===== config.mk =====
export PLATFORM = sky130hd
export DESIGN_NAME = multi_button_debounce
export DESIGN_NICKNAME = d
export VERILOG_FILES = /design/src/rtl/btn_debounce_pkg.sv /design/src/rtl/btn_tick_gen.sv /design/src/rtl/multi_button_debounce.sv
export SDC_FILE = /design/constraint.sdc
export NUM_CORES = 1
export LEC_CHECK = 0
export CAP_MARGIN = 5
export CORE_MARGIN = 5
export CORE_UTILIZATION = 58
export CTS_CLUSTER_SIZE = 16
export DETAILED_ROUTE_END_ITERATION = 7
export HOLD_SLACK_MARGIN = 0.08
export PLACE_DENSITY = 0.88
export SETUP_SLACK_MARGIN = 0.1
export SLEW_MARGIN = 10
export SYNTH_ARGS = -nofsm -noshare
export SYNTH_HDL_FRONTEND = slang
export SYNTH_SLANG_ARGS = --single-unit

===== constraint.sdc =====
create_clock -name clk -period 3.4 [get_ports clk]
set_input_delay 0.68 -clock clk [delete_from_list [all_inputs] [get_ports clk]]
set_output_delay 0.68 -clock clk [all_outputs]
set_load 0.05 [all_outputs]

===== src/rtl/btn_debounce_pkg.sv =====
// -----------------------------------------------------------------------------
// btn_debounce_pkg
//   Shared constants and helpers for the multi-channel button debouncer.
//   Default timing constants assume a 50 MHz clock and a 1 ms tick.
//   cnt_width() sizes a counter that must hold values 0..max_val.
// -----------------------------------------------------------------------------
package btn_debounce_pkg;

    localparam int TICK_DIV_1MS_50MHZ = 50000;
    localparam int DEBOUNCE_10MS      = 10;
    localparam int HOLD_500MS         = 500;
    localparam int REPEAT_100MS       = 100;

    // Width of a counter that must represent 0..max_val (never less than 1 bit).
    function automatic int cnt_width(input int max_val);
        return (max_val < 1) ? 1 : $clog2(max_val + 1);
    endfunction

endpackage


===== src/rtl/btn_tick_gen.sv =====
// -----------------------------------------------------------------------------
// btn_tick_gen
//   Free-running prescaler shared by all button channels. Counts
//   0..TICK_DIV-1 and raises tick for one clock when the count is TICK_DIV-1.
//
//   Ports:
//     clk   in   system clock
//     rst   in   asynchronous, active-high reset
//     tick  out  one-cycle pulse every TICK_DIV clocks
// -----------------------------------------------------------------------------
module btn_tick_gen
    import btn_debounce_pkg::*;
#(
    parameter int TICK_DIV = TICK_DIV_1MS_50MHZ
) (
    input  logic clk,
    input  logic rst,
    output logic tick
);

    localparam int CNT_W = cnt_width(TICK_DIV - 1);
    localparam logic [CNT_W-1:0] CNT_MAX = CNT_W'(TICK_DIV - 1);

    logic [CNT_W-1:0] cnt_q;
    logic [CNT_W-1:0] cnt_d;

    assign tick  = (cnt_q == CNT_MAX);
    assign cnt_d = tick ? '0 : cnt_q + 1'b1;

    // NOTE: clocked state uses non-blocking assignments so every flop samples
    // the pre-edge value of its neighbours, independent of statement order.
    always_ff @(posedge clk or posedge rst) begin
        if (rst) begin
            cnt_q <= '0;
        end else begin
            cnt_q <= cnt_d;
        end
    end

endmodule


===== src/rtl/multi_button_debounce.sv =====
// -----------------------------------------------------------------------------
// multi_button_debounce
//   N independent button channels sharing one tick prescaler. Each channel:
//   2-flop synchroniser, optional inversion, tick-based debounce counter,
//   registered press/release pulses and a long-press level.
//
//   Optional feature macro: BTN_AUTOREPEAT_EN
//     defined   -> btn_down also pulses when btn_long rises and then every
//                  REPEAT_TICKS ticks while the button stays pressed.
//     undefined -> btn_down pulses only on a press commit.
//
//   Ports:
//     clk        in   system clock
//     rst        in   asynchronous, active-high reset
//     btn_in     in   raw button pins
//     btn_state  out  debounced level, 1 = pressed
//     btn_down   out  one-cycle press pulse per channel
//     btn_up     out  one-cycle release pulse per channel
//     btn_long   out  high while held for at least HOLD_TICKS ticks
// -----------------------------------------------------------------------------
module multi_button_debounce
    import btn_debounce_pkg::*;
#(
    parameter int N_BTN          = 4,
    parameter int TICK_DIV       = TICK_DIV_1MS_50MHZ,
    parameter int DEBOUNCE_TICKS = DEBOUNCE_10MS,
    parameter int HOLD_TICKS     = HOLD_500MS,
    parameter int REPEAT_TICKS   = REPEAT_100MS,
    parameter int ACTIVE_LOW     = 0
) (
    input  logic             clk,
    input  logic             rst,
    input  logic [N_BTN-1:0] btn_in,
    output logic [N_BTN-1:0] btn_state,
    output logic [N_BTN-1:0] btn_down,
    output logic [N_BTN-1:0] btn_up,
    output logic [N_BTN-1:0] btn_long
);

    localparam int DEB_W  = cnt_width(DEBOUNCE_TICKS - 1);
    localparam int HOLD_W = cnt_width(HOLD_TICKS);
    localparam int REP_W  = cnt_width(REPEAT_TICKS - 1);

    localparam logic [DEB_W-1:0]  DEB_MAX  = DEB_W'(DEBOUNCE_TICKS - 1);
    localparam logic [HOLD_W-1:0] HOLD_MAX = HOLD_W'(HOLD_TICKS);
    // Inactive pin level; also what the synchronisers reset to.
    localparam logic INV = (ACTIVE_LOW != 0);

    if (TICK_DIV < 2 || DEBOUNCE_TICKS < 1 || REPEAT_TICKS < 1) begin : g_param_err
        $error("multi_button_debounce: TICK_DIV must be >= 2, DEBOUNCE_TICKS and REPEAT_TICKS >= 1");
    end

    logic tick;

    btn_tick_gen #(
        .TICK_DIV (TICK_DIV)
    ) u_tick_gen (
        .clk  (clk),
        .rst  (rst),
        .tick (tick)
    );

    for (genvar i = 0; i < N_BTN; i++) begin : g_ch
        logic              sync1_q, sync2_q;
        logic              s;
        logic              state_q, state_d;
        logic [DEB_W-1:0]  deb_q, deb_d;
        logic [HOLD_W-1:0] hold_q, hold_d;
        logic              long_q, long_d;
        logic              down_q, down_d;
        logic              up_q, up_d;

        assign s = sync2_q ^ INV;

        // NOTE: every always_comb output gets a default first, so no path
        // leaves a value unassigned and no latch is inferred.
        always_comb begin
            state_d = state_q;
            deb_d   = deb_q;
            if (s == state_q) begin
                deb_d = '0;
            end else if (tick) begin
                if (deb_q == DEB_MAX) begin
                    state_d = s;
                    deb_d   = '0;
                end else begin
                    deb_d = deb_q + 1'b1;
                end
            end

            hold_d = hold_q;
            if (!state_q) begin
                hold_d = '0;
            end else if (tick && hold_q != HOLD_MAX) begin
                hold_d = hold_q + 1'b1;
            end

            // Gating with state_d makes a release on the threshold tick win,
            // and drops btn_long in the same cycle btn_state falls.
            long_d = state_d && (hold_d == HOLD_MAX);
            up_d   = state_q && !state_d;
        end

`ifdef BTN_AUTOREPEAT_EN
        logic [REP_W-1:0] rep_q, rep_d;
        logic             rep_fire;

        // rep_cnt runs only once btn_long is up; it restarts from 0 whenever
        // btn_long is low, which also covers the clear on release.
        always_comb begin
            rep_d    = rep_q;
            rep_fire = 1'b0;
            if (!long_q) begin
                rep_d = '0;
            end else if (tick) begin
                if (rep_q == REP_W'(REPEAT_TICKS - 1)) begin
                    rep_d    = '0;
                    rep_fire = 1'b1;
                end else begin
                    rep_d = rep_q + 1'b1;
                end
            end
            down_d = (state_d && !state_q) || (long_d && !long_q) || (rep_fire && state_d);
        end

        always_ff @(posedge clk or posedge rst) begin
            if (rst) begin
                rep_q <= '0;
            end else begin
                rep_q <= rep_d;
            end
        end
`else
        assign down_d = state_d && !state_q;
`endif

        always_ff @(posedge clk or posedge rst) begin
            if (rst) begin
                sync1_q <= INV;
                sync2_q <= INV;
                state_q <= 1'b0;
                deb_q   <= '0;
                hold_q  <= '0;
                long_q  <= 1'b0;
                down_q  <= 1'b0;
                up_q    <= 1'b0;
            end else begin
                sync1_q <= btn_in[i];
                sync2_q <= sync1_q;
                state_q <= state_d;
                deb_q   <= deb_d;
                hold_q  <= hold_d;
                long_q  <= long_d;
                down_q  <= down_d;
                up_q    <= up_d;
            end
        end

        assign btn_state[i] = state_q;
        assign btn_down[i]  = down_q;
        assign btn_up[i]    = up_q;
        assign btn_long[i]  = long_q;
    end

endmodule


=== Word-level counts from Yosys, hierarchy flattened ===
Cells that the tools add are included.

* Add/sub/neg operators: 9
* Eq/ne operators: 17
* Mux-type cells: 33
* Reduce and logical (&&, ||, !) cells: 28

{| class="wikitable"
|+ Operators with widths
! kind !! number
|-
| $mux 9 || 8
|-
| $mux 4 || 12
|-
| $add 9x1->9 const B || 4
|-
| $eq 9x9->1 const B || 4
|-
| $ne 9x9->1 const B || 4
|-
| $add 16x1->16 const B || 1
|-
| $add 4x1->4 const B || 4
|-
| $eq 16x16->1 const B || 1
|-
| $eq 4x4->1 const B || 4
|-
| $logic_and 1x1->1 || 16
|-
| $mux 16 || 1
|-
| $mux 1 || 12
|-
| $logic_not 1->1 || 8
|-
| $reduce_bool 2->1 || 4
|-
| $eq 1x1->1 || 4
|}

* Register bits: 92
* Bits of input ports: 6
* Output and inout bits: 16
* Word-level logic and storage cells: 120

=== Longest topological paths before layout ===
* Depth in word-level cells: 6
* Depth in mapped cells: 10
* Depth with buffers taken out: 8

=== Modules after synthesis ===
From an unflattened synthesis, not the netlist that was laid out.

* Cell total of the unflattened synthesis: 524
* Area total of the unflattened synthesis: 5094.9 µm²

{| class="wikitable"
|+ By module, submodules not included
! module !! instances !! cells each !! area each (µm²) !! seq. area each (µm²)
|-
| multi_button_debounce || 1 || 456 || 4337.9 || 1901.8
|-
| btn_tick_gen || 1 || 68 || 757.0 || 400.4
|}

=== Worst setup path before layout ===
OpenSTA, ideal clock, no wires.

* Kind: register to register
* Start: reg u_tick_gen.cnt_q[5]
* End: reg g_ch[0].long_q
* Library setup time: 0.096 ns
* Arrival: 2.628 ns
* Data required time: 3.304 ns
* Path slack: 0.676 ns
* Cell stages (with the launch flop): 7
* Buffers on the path: 1
* Period minus slack after synthesis: 2.724 ns
* Cell sequence: dfrtp_1 -> or4b_4 -> or4_4 -> buf_6 -> or4_1 -> a311o_1 -> nor4_2

* Cells in the longest elaborated chain, start to end: 6
* Elaborated cells between the ends (all ways): 8
* Classes of those cells: eq/ne: 2; mux: 4; reduce/logical: 2

{| class="wikitable"
|+ RTL lines
! what !! line !! text
|-
| start: declaration || btn_tick_gen.sv:24 || <nowiki>logic [CNT_W-1:0] cnt_q;</nowiki>
|-
| start signal: assignment || btn_tick_gen.sv:36 || <nowiki>cnt_q <= cnt_d;</nowiki>
|-
| $eq 16x16->1 * || btn_tick_gen.sv:27 || <nowiki>assign tick = (cnt_q == CNT_MAX);</nowiki>
|-
| $logic_and 1x1->1 || multi_button_debounce.sv:94 || <nowiki>end else if (tick && hold_q != HOLD_MAX) begin</nowiki>
|-
| $mux 9 || multi_button_debounce.sv:94 ||
|-
| $mux 9 || multi_button_debounce.sv:92 || <nowiki>if (!state_q) begin</nowiki>
|-
| $eq 9x9->1 || multi_button_debounce.sv:100 || <nowiki>long_d = state_d && (hold_d == HOLD_MAX);</nowiki>
|-
| $logic_and 1x1->1 * || multi_button_debounce.sv:100 ||
|-
| net g_ch[0].long_d || multi_button_debounce.sv:69 || <nowiki>logic long_q, long_d;</nowiki>
|-
| end signal: assignment || multi_button_debounce.sv:153 || <nowiki>long_q <= long_d;</nowiki>
|-
| end: declaration || multi_button_debounce.sv:69 ||
|}

Mark *: on every way through the listed nets, which the timed path passes. The rest lies on a longest branch.
A chain may end at the register's enable or synchronous reset.

=== Worst setup path after layout ===
* Start: reg u_tick_gen.cnt_q[12]
* End: reg g_ch[3].long_q

* Cells in the longest elaborated chain, start to end: 6
* Elaborated cells between the ends (all ways): 8
* Classes of those cells: eq/ne: 2; mux: 4; reduce/logical: 2

{| class="wikitable"
|+ RTL lines
! what !! line
|-
| $eq 16x16->1 * || btn_tick_gen.sv:27
|-
| $logic_and 1x1->1 || multi_button_debounce.sv:94
|-
| $mux 9 || multi_button_debounce.sv:94
|-
| $mux 9 || multi_button_debounce.sv:92
|-
| $eq 9x9->1 || multi_button_debounce.sv:100
|-
| $logic_and 1x1->1 * || multi_button_debounce.sv:100
|-
| net g_ch[3].long_d || multi_button_debounce.sv:69
|-
| end signal: assignment || multi_button_debounce.sv:153
|-
| end: declaration || multi_button_debounce.sv:69
|}

Marked as above.

==> results.py <==
metrics = {
    "global_route": {
        "grt_max_degree": 61,
        "grt.overflow.total": 0,
        "antenna_found_initial": 0,
        "grtUsageTotal_pct": 19.71,
        "grt_pass1_vias": 3490,
        "grt_pass1_wl_mm": 16.12,
    },
    "cts": {
        "cts_hold_buf": 0,
        "h-tree-depth": 3,
        "cts_tree": "built",
        "cts.repair.resized": 0,
        "cts_made_buffers": 9,
        "cts.repair_timing.setup_buffer_count": 0,
        "clock-root-buffer": "clkbuf_8",
        "clkLatencyLatePin_ns": 0.35,
        "clk_pin_slew_ns": 0.09,
        "cts_sinks": 92,
        "cts_buffer_depth": 2,
    },
    "sta": {
        "max_freq_mhz": 343.2,
        "setup_tns_ns": 0,
        "finalMaxSlewViolations": 0,
        "finalCritPeriodShare_pct": 85.69,
        "slew_headroom_pct": 61.40,
        "period_needed_ns": 2.914,
        "worst_slew_pin_slew_ns": 0.5783,
        "clock_skew_ns": 0.01384,
        "setup_viol": 0,
        "rsz0062_at_grt": "no",
        "hold_viol_final": 0,
    },
    "place": {
        "hpwl_mm": 6.491,
        "gp_congestion": 0.8765,
        "dp.cells": 591,
        "port_buffers": 21,
    },
    "critical_path": {
        "end_kind": "flip-flop",
        "cp_top_family": "simple AND/OR/NAND/NOR gates",
        "cp_max_fo": 39,
        "cp-start-kind": "flip-flop",
        "crit_type": "flip-flop to flip-flop",
        "crit_chain": "or4b_4 > or4_1 > buf_4 > nor3_1 > xor2_1 > a2111oi_0 > and4bb_2",
        "slowest_stage": "or4b_4",
        "worst_ep_required_time_ns": 3.68,
        "rrSetupSlack_ns": 0.49,
        "path_buf_inv": 1,
        "max_stage_delay_ns": 0.55,
        "cp.arrival_ns": 3.20,
    },
    "yosys": {
        "synth_compound_area_share_pct": 7.539,
        "yosysWarnings": 0,
        "ys_types": 55,
        "synth_fa_ha_area_share_pct": 4.450,
        "synthMuxAreaShare_pct": 0.8901,
        "synth_area_per_cell_um2": 9.855,
        "async_reset_ff_share_pct": 100.0,
        "postSynthCellCount": 485,
        "synthesis.area_um2": 4780,
        "synth-xor-area-share_pct": 8.246,
        "yosysSeqAreaShare_pct": 48.17,
        "synth_edf_count": 0,
        "syn-num-nets": 508,
        "synth_seq_cells": 92,
        "ys.flop_type": "dfrtp_1",
        "synth_top_family_by_area": "simple AND/OR/NAND/NOR gates",
        "synthSimpleGateAreaFrac_pct": 24.97,
    },
    "pwr": {
        "leakage_nw": 2.192,
        "vdd_drop_max_mv": 0.2316,
        "p_per_area_nw_per_um2": 358.0,
    },
    "floorplanning": {
        "die_w_um": 100.8,
        "rows": 33,
        "initial_utilization_pct": 58.76,
        "die_y_um": 100.8,
        "core_area_um2": 8134,
        "io_pins": 22,
        "die-area_um2": 10160,
    },
    "final_layout": {
        "stdcell_count": 607,
        "area_delta_synth_final_pct": 8.874,
        "nNetsFinal": 520,
        "drive_gt1_share_pct": 7.371,
        "nFillCells": 614,
        "n_antenna_cell": 0,
        "final_util_pct": 63.97,
    },
    "routing": {
        "ant_nets": 0,
        "viasPerCell": 5.860,
        "wl_mm": 9.365,
        "wl_per_cell_um": 15.43,
        "drc": 0,
        "drt_iter0_markers": 240,
        "route.vias.total": 3557,
        "firstDrtPassIters": 4,
    },
    "status": {
        "status": "complete, no violations",
    },
    "job": {
        "maxCapViolations": 0,
    },
    "hold_path": {
        "hold_path_class": "flip-flop to flip-flop",
    },
}
==> state kept, by name, summed over array words and instances (netlist names) <==
| register | cells |
|---|---|
| g_ch.down_q | 4 |
| g_ch.s | 4 |
| g_ch.deb_q | 16 |
| g_ch.sync1_q | 4 |
| g_ch.hold_q | 36 |
| g_ch.long_q | 4 |
| g_ch.up_q | 4 |
| u_tick_gen.cnt_q | 16 |
| g_ch.state_q | 4 |
==> path summary, 6_finish.rpt <==
path                                                start  cells past startpoint                     endpoint
hold / removal                  g_ch[0].sync1_q$_DFF_PP0_                      0          g_ch[0].s$_DFF_PP0_
setup / recovery           u_tick_gen.cnt_q[12]$_DFF_PP0_                      7     g_ch[3].long_q$_DFF_PP0_
max in group asynchronous                             rst                      3  g_ch[3].hold_q[2]$_DFF_PP0_
setup reg to reg           u_tick_gen.cnt_q[12]$_DFF_PP0_                      7     g_ch[3].long_q$_DFF_PP0_
hold reg to reg                 g_ch[0].sync1_q$_DFF_PP0_                      0          g_ch[0].s$_DFF_PP0_
min in group asynchronous                             rst                      2  g_ch[3].hold_q[3]$_DFF_PP0_
==> worst reg2reg max path: cells and delay by family (launching register included) <==
family / cells / cell delay, ns
xor gates and xnor gates: 1 / 0.11
AOI/OAI and AO/OA: 1 / 0.38
buffers and inverters: 1 / 0.27
and+or+nand+nor: 4 / 1.64
DFF: 1 / 0.44
==> cell usage after synthesis (2+ instances only) <==
cell type | count | area, um2
nand2_1 | 33 | 123.9
nand3_1 | 26 | 130.1
or3_2 | 2 | 15.01
nor3_1 | 23 | 115.1
or4b_4 | 2 | 27.53
and3_1 | 8 | 50.05
o311ai_0 | 2 | 17.52
buf_4 | 16 | 120.1
nor4_2 | 3 | 37.54
dfrtp_1 | 92 | 2302
and3_2 | 2 | 15.01
ha_1 | 17 | 212.7
or4_1 | 4 | 30.03
a41oi_1 | 3 | 26.28
o21ai_0 | 11 | 55.05
xnor2_1 | 26 | 227.7
nand4b_1 | 5 | 43.79
and4_1 | 4 | 35.03
inv_1 | 24 | 90.09
o41ai_1 | 2 | 17.52
and2_1 | 14 | 87.58
nor4_1 | 7 | 43.79
a21oi_1 | 21 | 105.1
nand3b_1 | 2 | 15.01
nor2_1 | 55 | 206.5
nor3b_1 | 9 | 67.56
xor2_1 | 19 | 166.4
nand4_1 | 7 | 43.79
nand2b_1 | 2 | 12.51
o211ai_1 | 5 | 37.54
clkinv_1 | 2 | 7.510
or3_1 | 4 | 25.02
a311oi_1 | 2 | 17.52
a21boi_0 | 2 | 15.01
mux2i_1 | 2 | 20.02
clkbuf_1 | 7 | 26.28
mux2_2 | 2 | 22.52
==> through the flow <==
step / power, mW / hold slack, ns / setup slack (ns) / instance area, um2
floorplan: 1.142 / 0.3312 / 0.3280 / 4780
global placement: 1.158 / 0.3324 / 0.6252 / 5010
detailed placement: 1.159 / 0.3355 / 0.5321 / 5010
CTS: 1.878 / 0.3551 / 0.5012 / 5204
global route: 1.937 / 0.3713 / 0.3171 / 5204
finish: 1.863 / 0.3526 / 0.4864 / 5204
==> cell usage in the layout, fill, tap and decap left out, types with 5 or more instances in the layout <==
cell type,n
a21oi_1,21
and2_1,14
and3_1,8
buf_4,5
clkbuf_8,10
clkdlybuf4s50_1,21
dfrtp_1,92
ha_1,17
inv_1,23
nand2_1,33
nand3_1,26
nand4_1,7
nand4b_1,5
nor2_1,55
nor3_1,23
nor3b_1,9
nor4_1,6
o211ai_1,5
o21ai_0,11
xnor2_1,26
xor2_1,19
==> power by group <==
part	switching, mW	total [mW]	internal [mW]
clock	0.368	0.728	0.360
combinational	0.0241	0.0336	0.00945
sequential	0.00389	1.10	1.10
total	0.396	1.86	1.47
==> cell type report <==
class	instances	area (um2)	area share [%]
tap	105	131.4	2.525
timing repair buffer	27	267.8	5.145
multi-input combinational	341	2210	42.46
clock buffer	12	145.1	2.789
clock inverter	4	48.80	0.9377
inverter	26	98.84	1.899
sequential	92	2302	44.24
==> kinds of logic (layout without fill, tap and decap cells) <==
family | after synthesis | count (layout)
AO/OA/AOI/OAI | 56 | 56
buffers and inverters | 52 | 69
adder cells (fa/ha/maj) | 17 | 17
flip-flops | 92 | 92
multiplexers | 4 | 4
AND/OR/NAND/NOR | 219 | 219
XOR/XNOR | 45 | 45
==> routing by layer <==
layer / up-vias / track usage, % / part of all wire (%)
li1: 1701 / - / -
met1: 1766 / 26.23 / 45
met2: 78 / 32.61 / 50
met3: 12 / 3.806 / 3.8
met4: 0 / 6.218 / 1.1
met5: - / 0 / 0
No activity file was read; power rests on OpenSTA's default activity.
